[config.mk]
export PLATFORM = sky130hd
export DESIGN_NAME = fpsu_wb_sched
export DESIGN_NICKNAME = d
export VERILOG_FILES = /design/src/rtl/fpsu_sched_pkg.sv /design/src/rtl/fpsu_resv_tbl.sv /design/src/rtl/fpsu_wb_sched.sv
export SDC_FILE = /design/constraint.sdc
export NUM_CORES = 1
export LEC_CHECK = 0
export BUFFER_PORTS_ARGS = -buffer_cell sky130_fd_sc_hd__buf_2
export CAP_MARGIN = 30
export CORE_ASPECT_RATIO = 1.2
export CORE_MARGIN = 5
export CORE_UTILIZATION = 35
export DETAILED_ROUTE_END_ITERATION = 8
export SLEW_MARGIN = 20
export SYNTH_ARGS = -nofsm -noshare
export SYNTH_HDL_FRONTEND = slang
export SYNTH_HIERARCHICAL = 1
export SYNTH_SLANG_ARGS = --single-unit
export TNS_END_PERCENT = 50
[constraint.sdc]
create_clock -name clk -period 9.35 [get_ports clk]
set_clock_uncertainty 0.1 [all_clocks]
set_input_delay 0 -clock clk [delete_from_list [all_inputs] [get_ports clk]]
set_output_delay 0 -clock clk [all_outputs]
set_load 0.005 [all_outputs]
[src/rtl/fpsu_sched_pkg.sv]
// Shared constants and helpers for the FP/SIMD writeback scheduler.
package fpsu_sched_pkg;

    localparam int NUM_PORTS = 3;

    // Issue-port indices, also the encoding of div_owner.
    localparam logic [1:0] P_U1 = 2'd0;
    localparam logic [1:0] P_U3 = 2'd1;
    localparam logic [1:0] P_U5 = 2'd2;

    localparam int DEPTH_DEF   = 32;
    localparam int DIV_LAT_DEF = 20;
    localparam int DIV_II_DEF  = 16;

    // Internal latency width: covers DEPTH up to 64, so both the 5-bit port
    // latency and DIV_LAT fit without truncation.
    localparam int LAT_W = 6;

    // A latency is schedulable when it lands strictly inside the table.
    function automatic logic lat_ok(input int unsigned l, input int unsigned depth = DEPTH_DEF);
        return (l >= 1) && (l < depth);
    endfunction

endpackage

[src/rtl/fpsu_resv_tbl.sv]
// Per-port reservation table: one bit per future cycle, bit 0 is "result returns now".
module fpsu_resv_tbl
    import fpsu_sched_pkg::*;
#(
    parameter int DEPTH = DEPTH_DEF
) (
    input  logic             clk,
    input  logic             rst,
    input  logic             clr,
    input  logic [LAT_W-1:0] lat,
    input  logic             gnt,
    output logic             slot_free,
    output logic             wb_en
);

    logic [DEPTH-1:0] res;
    logic [DEPTH-1:0] res_nxt;
    logic             hit;

    // Slot-free test: the cycle the result would return must be unclaimed.
    always_comb begin
        hit = 1'b0;
        for (int k = 0; k < DEPTH; k++) begin
            if (lat == LAT_W'(k)) hit = res[k];
        end
        slot_free = lat_ok(32'(lat), DEPTH) && !hit;
    end

    // Advance one cycle; a grant claims bit L-1 of the shifted table,
    // which is bit L as seen from the granting cycle.
    always_comb begin
        res_nxt = {1'b0, res[DEPTH-1:1]};
        for (int k = 0; k < DEPTH - 1; k++) begin
            if (gnt && (lat == LAT_W'(k + 1))) res_nxt[k] = 1'b1;
        end
    end

    // Table register; reset and flush both drop every pending result.
    always_ff @(posedge clk) begin
        if (rst || clr) res <= '0;
        else            res <= res_nxt;
    end

    assign wb_en = res[0];

endmodule

[src/rtl/fpsu_wb_sched.sv]
// Writeback-slot scheduler for ports u1/u3/u5 with a shared round-robin divider.
module fpsu_wb_sched
    import fpsu_sched_pkg::*;
#(
    parameter int DEPTH   = DEPTH_DEF,
    parameter int DIV_LAT = DIV_LAT_DEF,
    parameter int DIV_II  = DIV_II_DEF
) (
    input  logic       clk,
    input  logic       rst,
    input  logic       flush,
    input  logic       u1_req,
    input  logic       u3_req,
    input  logic       u5_req,
    input  logic [4:0] u1_lat,
    input  logic [4:0] u3_lat,
    input  logic [4:0] u5_lat,
    input  logic       u1_div,
    input  logic       u3_div,
    input  logic       u5_div,
    output logic       u1_gnt,
    output logic       u3_gnt,
    output logic       u5_gnt,
    output logic       u1_wb_en,
    output logic       u3_wb_en,
    output logic       u5_wb_en,
    output logic       div_busy,
    output logic [1:0] div_owner
);

    localparam int CW = (DIV_II > 1) ? $clog2(DIV_II) : 1;

    logic [NUM_PORTS-1:0]            req;
    logic [NUM_PORTS-1:0]            div;
    logic [NUM_PORTS-1:0]            free;
    logic [NUM_PORTS-1:0]            cand;
    logic [NUM_PORTS-1:0]            gnt;
    logic [NUM_PORTS-1:0]            wb;
    logic [NUM_PORTS-1:0][4:0]       lat_in;
    logic [NUM_PORTS-1:0][LAT_W-1:0] lat_eff;

    logic [1:0]    rr;
    logic [1:0]    owner;
    logic [1:0]    win;
    logic          win_vld;
    logic [CW-1:0] cnt;
    logic          busy;

    assign req    = {u5_req, u3_req, u1_req};
    assign div    = {u5_div, u3_div, u1_div};
    assign lat_in = {u5_lat, u3_lat, u1_lat};

    // Divider stays blocked while its countdown is non-zero, so grants are
    // exactly DIV_II cycles apart.
    assign busy = (cnt != '0);

    genvar p;
    generate
        for (p = 0; p < NUM_PORTS; p++) begin : g_port
            assign lat_eff[p] = div[p] ? LAT_W'(DIV_LAT) : LAT_W'(lat_in[p]);

            fpsu_resv_tbl #(.DEPTH(DEPTH)) u_tbl (
                .clk       (clk),
                .rst       (rst),
                .clr       (flush),
                .lat       (lat_eff[p]),
                .gnt       (gnt[p]),
                .slot_free (free[p]),
                .wb_en     (wb[p])
            );
        end
    endgenerate

    // Divider arbitration: first eligible candidate at or after RR.
    always_comb begin
        int q;
        cand    = '0;
        win_vld = 1'b0;
        win     = rr;
        q       = 0;
        for (int i = 0; i < NUM_PORTS; i++) begin
            cand[i] = req[i] & div[i] & free[i] & !busy & !flush & !rst;
        end
        for (int o = 0; o < NUM_PORTS; o++) begin
            q = int'(rr) + o;
            if (q >= NUM_PORTS) q = q - NUM_PORTS;
            if (!win_vld && cand[q]) begin
                win_vld = 1'b1;
                win     = 2'(q);
            end
        end
    end

    // Grants: slot check per port, plus arbitration win for divide ops.
    always_comb begin
        gnt = '0;
        for (int i = 0; i < NUM_PORTS; i++) begin
            gnt[i] = !rst & !flush & req[i] & free[i] &
                     (div[i] ? (win_vld && (win == 2'(i))) : 1'b1);
        end
    end

    // Divider countdown, owner and round-robin pointer.
    always_ff @(posedge clk) begin
        if (rst) begin
            cnt   <= '0;
            rr    <= P_U1;
            owner <= P_U1;
        end else if (flush) begin
            cnt <= '0;
        end else if (win_vld) begin
            cnt   <= CW'(DIV_II - 1);
            owner <= win;
            rr    <= (win == P_U5) ? P_U1 : win + 2'd1;
        end else if (busy) begin
            cnt <= cnt - CW'(1);
        end
    end

    assign {u5_gnt, u3_gnt, u1_gnt}       = gnt;
    assign {u5_wb_en, u3_wb_en, u1_wb_en} = wb;
    assign div_busy  = busy;
    assign div_owner = owner;

endmodule
**Yosys cells after proc, flatten, opt, wreduce, memory -nomap -nowiden**

Cells that the tools add are included.
W data, S select, Z words.

- Add/subtract/negate cells: 7
- Order comparisons: 12
- Eq/ne operators: 95
- Multiplexer cells: 216
- Bitwise operators: 26
- Reduce and logical (&&, ||, !) cells: 121

Operator list:

| cell | count |
|---|---|
| $eq A5 B5 Y1 const B | 48 |
| $mux W1 | 201 |
| $eq A5 B4 Y1 const B | 24 |
| $logic_and A1 B1 Y1 | 104 |
| $lt A32 B4 Y1 const B | 3 |
| $mux W32 | 3 |
| $eq A5 B3 Y1 const B | 12 |
| $eq A5 B2 Y1 const B | 6 |
| $and A1 B1 Y1 | 25 |
| $logic_not A6 Y1 | 3 |
| $lt A5 B6 Y1 const B | 3 |
| $eq A5 B1 Y1 const B | 3 |
| $ge A5 B1 Y1 const B | 3 |
| $mux W5 | 3 |
| $logic_not A1 Y1 | 8 |
| $mux W2 | 4 |
| $mux W4 | 2 |
| $sub A3 B2 Y4 const B | 2 |
| $bmux W1 S2 | 3 |
| $ge A3 B2 Y1 const B | 2 |
| $reduce_bool A4 Y1 | 1 |
| $sub A4 B1 Y4 const B | 1 |
| $add A2 B1 Y3 const B | 1 |
| $add A2 B2 Y3 const B | 1 |
| other kinds (11) | 11 |

- Register bits after elaboration: 104
- Input port bits: 24
- Output and inout port bits: 9
- Logic and storage cells: 486

**Longest topological paths before layout**

- Word-level depth: 56
- Mapped depth: 21

**Hierarchy**

Netlist, hierarchy kept.

By module, submodules not included:

| module | times used | cells an instance | area each (µm²) |
|---|---|---|---|
| fpsu_resv_tbl | 3 | 181 | 1511.4 |
| fpsu_wb_sched | 1 | 124 | 944.7 |

**Worst setup path after synthesis**

Ideal clock, no wire load.

- Path kind: in2reg
- Start: in u3_div
- End: reg g_port[1].u_tbl.res[30]
- Setup time: 0.080 ns
- Data arrival time: 3.503 ns
- Slack: 5.667 ns
- Cell stages on the path: 19
- Cells stage by stage: clkbuf_1 or2_2 buf_2 nor2b_4 a32o_1 a22oi_1 a21oi_1 a211oi_2 and4bb_2 a22oi_1 maj3_2 nand2_1 nand3_2 or2_4 a21oi_2 nand2_1 nor2_2 and2_1 nor3b_1

RTL lines:

| element | line | source |
|---|---|---|
| start: declaration | fpsu_wb_sched.sv:19 | `input logic u3_div,` |
| end signal: assignment | fpsu_resv_tbl.sv:41 | `else res <= res_nxt;` |
| end: declaration | fpsu_resv_tbl.sv:16 | `logic [DEPTH-1:0] res;` |

==> results.md <==
Outcome:
- The run finished with clean final reports.

Layout:
- For this run, the share of the core covered by cells in the final layout is 39.2%.
- The net total in the final layout is 718.
- The repair_antennas step left the layout with diodes totalling 0.
- The most common library cell in the layout ignoring fill and taps is sky130_fd_sc_hd__nor2_1.
- In the layout the commonest cells are sky130_fd_sc_hd__nor2_1, sky130_fd_sc_hd__dfxtp_1, sky130_fd_sc_hd__a21oi_1.
- From synthesis to final layout, the design area changed by 11.0%.
- The post-route netlist has 14.8% of its cells at a drive strength greater than 1.

Placed design:
- The count of port buffers added during placement is 32.
- The wire-length estimate of the detail-placed layout is 9.62 mm.
- Timing analysis after detailed placement gives a worst setup slack of 4.81 ns.
- At the end of routability-driven placement, the weighted congestion stood at 0.899.

GRT:
- The via count of the first global-routing pass is 4,457.
- Entering global routing, the biggest net connects 32 pins.
- The first global-routing pass estimated 22.9 mm of wire.
- Global routing finished with a remaining overflow of 0.
- Across every metal layer, demand over resource in global routing totals 15.2%.
- The number of antenna violations at the first check in global routing was 0.

Yosys:
- Yosys printed 6 warnings.
- The gate count of the mapped netlist is 667.
- The number of distinct library cells after synthesis is 72.
- The fraction of registers with async set/reset is 0%.
- In this run the mean area of a mapped cell was 8.21 µm².
- The synthesized design devotes to its leading area cell type 36.9% of total area.
- The dominant register cell in the synthesized netlist is sky130_fd_sc_hd__dfxtp_1.
- The post-synth design cell area is 5480 µm².
- The sequential-to-total area share from yosys stat is 36.9%.
- In this run, synthesis inferred 0 flip-flops with an integrated enable.
- In this run, synthesis produced a sequential element count of 101.
- Yosys attributes the largest share of cell area to sky130_fd_sc_hd__dfxtp_1, sky130_fd_sc_hd__a21oi_1, sky130_fd_sc_hd__nor2_1.
- The largest total area in the synthesized netlist belongs to sky130_fd_sc_hd__dfxtp_1.

Timing:
- The slew at the pin closest to its max-slew limit is 0.643 ns.
- Summed over all failing endpoints, the final setup total negative slack is 0 ns.
- The final setup violation count is 0.
- Derived from the worst setup path, the maximum achievable clock frequency is 236 MHz.
- Setup repair after global routing left no endpoint under its margin.
- The tightest slew margin relative to the limit is 56.7%.
- The number of max-slew violations in the final report is 0.
- The share of the clock period used by the worst path after layout is 45.3%.
- The final worst slack is 5.12 ns.
- The number of hold violations in the final report is 0.
- Subtracting the final worst setup slack from the clock period gives 4.23 ns.

Power and ir drop:
- Power spread over the standard cell area amounts to 165 nW/µm².
- Summed over all nets, the switching power comes to 0.000275 W.
- In this run, the combinational gates consume 15.2% of the power.
- The total leakage power is 2.21 nW.
- The switching share of power is 27.4%.
- VDD sags by at most 0.0000897 V.
- The internal portion of the total power is 0.000729 W.
- The clock share of power is 41.1%.
- The part of the power in registers is 43.7%.

Clock network:
- The post-CTS setup buffer count is 0.
- The tree is rooted in a sky130_fd_sc_hd__clkbuf_16.
- The cts-stage hold buffer count is 2.
- The count of cells resized by post-cts repair is 0.
- Counting the buffers created by CTS gives 9.
- TritonCTS built the clock tree.
- The clock latency on the worst-skew pair is 0.36 ns.
- The longest clock path from root to sink contains 2 buffers.
- The number of H-tree levels is 3.
- Clock tree synthesis found a total of 101 sinks.
- Clock-pin slew was measured on the worst setup and hold paths at 0.07 ns.

Drt:
- The routed length per placed instance is 15.2 µm.
- In the routed layout, each cell is associated on average with a via count of 5.27.
- The iteration-0 DRC count of the detailed router is 409.
- The total number of vias is 4,762.
- The count of nets left with antenna violations once routing finished came out at 0.
- The first-pass iteration count of the detailed router is 6.
- The total wire length is 13.8 mm.
- After detailed routing, the number of remaining DRC violations is 0.

Floorplan:
- The standard-cell row count is 50.
- The vertical extent of the die is 147 µm.
- The initial cell density of the core is 35.3%.
- The floorplan die width is 124 µm.
- The total area inside the core boundary comes to 15,500 µm².
- During I/O placement, the number of pins put on the boundary was 33.
- The floorplan step defined a die boundary enclosing 18,300 µm².

Setup path:
- The setup path with the least slack is of type in2reg.
- The maximum net fanout on the critical path is 13.
- The largest single stage delay on the critical path is 0.51 ns.
- Across all register-to-register paths, the minimum setup slack is 5.23 ns.
- For this design, the slowest cell found on the critical path is sky130_fd_sc_hd__nor2b_1.
- The beginning of the worst register-to-register path is g_port[1].u_tbl/res[25].
- STA classifies the critical path endpoint as a register.
- The depth of the worst register-to-register path is 16.
- The kind of start point of the critical path is an input port.
- In this run the critical register-to-register path is captured at g_port[1].u_tbl/res[30].
- The data arrival at the endpoint of the critical path is 4.40 ns.
- For the worst setup path, the data required time is 9.51 ns.
- Traced cell by cell, the critical path runs through buf_2 > nor2b_1 > buf_4 > nor2b_4 > a32o_1 > a22oi_1 > a21oi_1 > a211oi_2 > and4bb_2 > a22oi_1 > maj3_2 > nand2_1 > nand3_2 > or2_4 > a21oi_2 > nand2_1 > nor2_2 > and2_1 > nor3b_1.

Min path:
- The path class of the tightest hold or removal check is in2reg.
- The endpoint of the worst hold-timing path is g_port[1].u_tbl/res[30].
- Along the worst hold path, the cell count comes to 4.
- The origin of the worst min-delay path is u3_lat[3].

Run:
- The total of max-cap violations is 0.
## sequential cells by signal, indices dropped and copies added (netlist names)
| name | flops |
|---|---|
| cnt | 4 |
| div_owner | 2 |
| g_port.u_tbl/res | 93 |
| rr | 2 |
## Yosys cell counts (5+ instances only)
cell and count:
sky130_fd_sc_hd__a211oi_1 5, sky130_fd_sc_hd__a21oi_1 91, sky130_fd_sc_hd__a22o_1 6, sky130_fd_sc_hd__a22oi_1 7
sky130_fd_sc_hd__a31oi_1 19, sky130_fd_sc_hd__a32oi_1 6, sky130_fd_sc_hd__and2_1 13, sky130_fd_sc_hd__and3_1 10
sky130_fd_sc_hd__buf_2 16, sky130_fd_sc_hd__buf_4 6, sky130_fd_sc_hd__buf_6 10, sky130_fd_sc_hd__clkbuf_1 16
sky130_fd_sc_hd__dfxtp_1 101, sky130_fd_sc_hd__inv_1 11, sky130_fd_sc_hd__mux2i_1 27, sky130_fd_sc_hd__nand2_1 35
sky130_fd_sc_hd__nand3_1 7, sky130_fd_sc_hd__nand3b_1 9, sky130_fd_sc_hd__nor2_1 110, sky130_fd_sc_hd__nor2b_1 9
sky130_fd_sc_hd__nor2b_4 6, sky130_fd_sc_hd__nor3_1 12, sky130_fd_sc_hd__nor3b_1 6, sky130_fd_sc_hd__nor4_1 6
sky130_fd_sc_hd__o21ai_0 15, sky130_fd_sc_hd__o221ai_1 5, sky130_fd_sc_hd__or2_2 10
## per-stage QoR
stage	area (µm²)	hold WS (ns)	instances	power (W)
floorplan	5550	0.0592	687	0.000567
global placement	5730	0.244	884	0.000600
detailed placement	5730	0.247	885	0.000599
CTS	6080	0.0992	903	0.00102
global route	6080	0.155	903	0.00105
finish	6080	0.118	903	0.00100
## routing by layer
layer | vias to the layer above | global-route usage [%] | wire length [µm]
met3 | 17 | 3.82 | 578
met5 | - | 0 | 0
met1 | 2218 | 20.6 | 6650
met2 | 111 | 23.4 | 6300
li1 | 2416 | - | -
met4 | 0 | 5.48 | 231
## worst max path at each step
| stage | start | to | slack (ns) | cells after the start |
|---|---|---|---|---|
| final | u3_div | g_port[1].u_tbl/res[30] | 5.12 | 19 |
| after floorplan | u3_div | g_port[1].u_tbl/res[30] | 5.67 | 19 |
| after detailed placement | u3_div | g_port[1].u_tbl/res[30] | 4.81 | 19 |
| after global routing | u3_div | g_port[1].u_tbl/res[30] | 4.89 | 19 |
| after CTS | u3_div | g_port[1].u_tbl/res[30] | 5.17 | 19 |
| after global placement | u3_div | g_port[1].u_tbl/res[30] | 4.55 | 17 |
## cell families after synthesis
logic type               after synthesis  synth area share, %
adder cells (fa/ha/maj)                5                 1.12
AND/OR/NAND/NOR                      273                 27.3
multiplexers                          31                 5.75
AO/OA/AOI/OAI                        189                 22.0
XOR/XNOR                               1                0.160
other                                  1               0.0684
buffers and inverters                 66                 6.71
flip-flops                           101                 36.9
## power by group through the flow
stage	combinational (W)	sequential [W]	clock, W
global placement	0.000152	0.000449	0
global route	0.000168	0.000439	0.000444
CTS	0.000151	0.000439	0.000426
detailed placement	0.000150	0.000449	0
finish	0.000152	0.000439	0.000412
floorplan	0.000120	0.000448	0
## layout make-up
class	count	area [µm²]
fillers	1632	9430
inverters	15	58.8
repair buffers	43	248
multi-input cells	520	3160
clock buffers	9	225
flip-flops and latches	101	2020
clock inverters	7	104
well taps	208	260
## critical path: cells and delay by family
family | cells | cell delay [ns]
buffers and inverters | 2 | 0.46
AO/OA/AOI/OAI | 6 | 1.25
AND/OR/NAND/NOR | 10 | 2.35
adder cells (fa/ha/maj) | 1 | 0.34
Power figures use the tool's default switching activity.
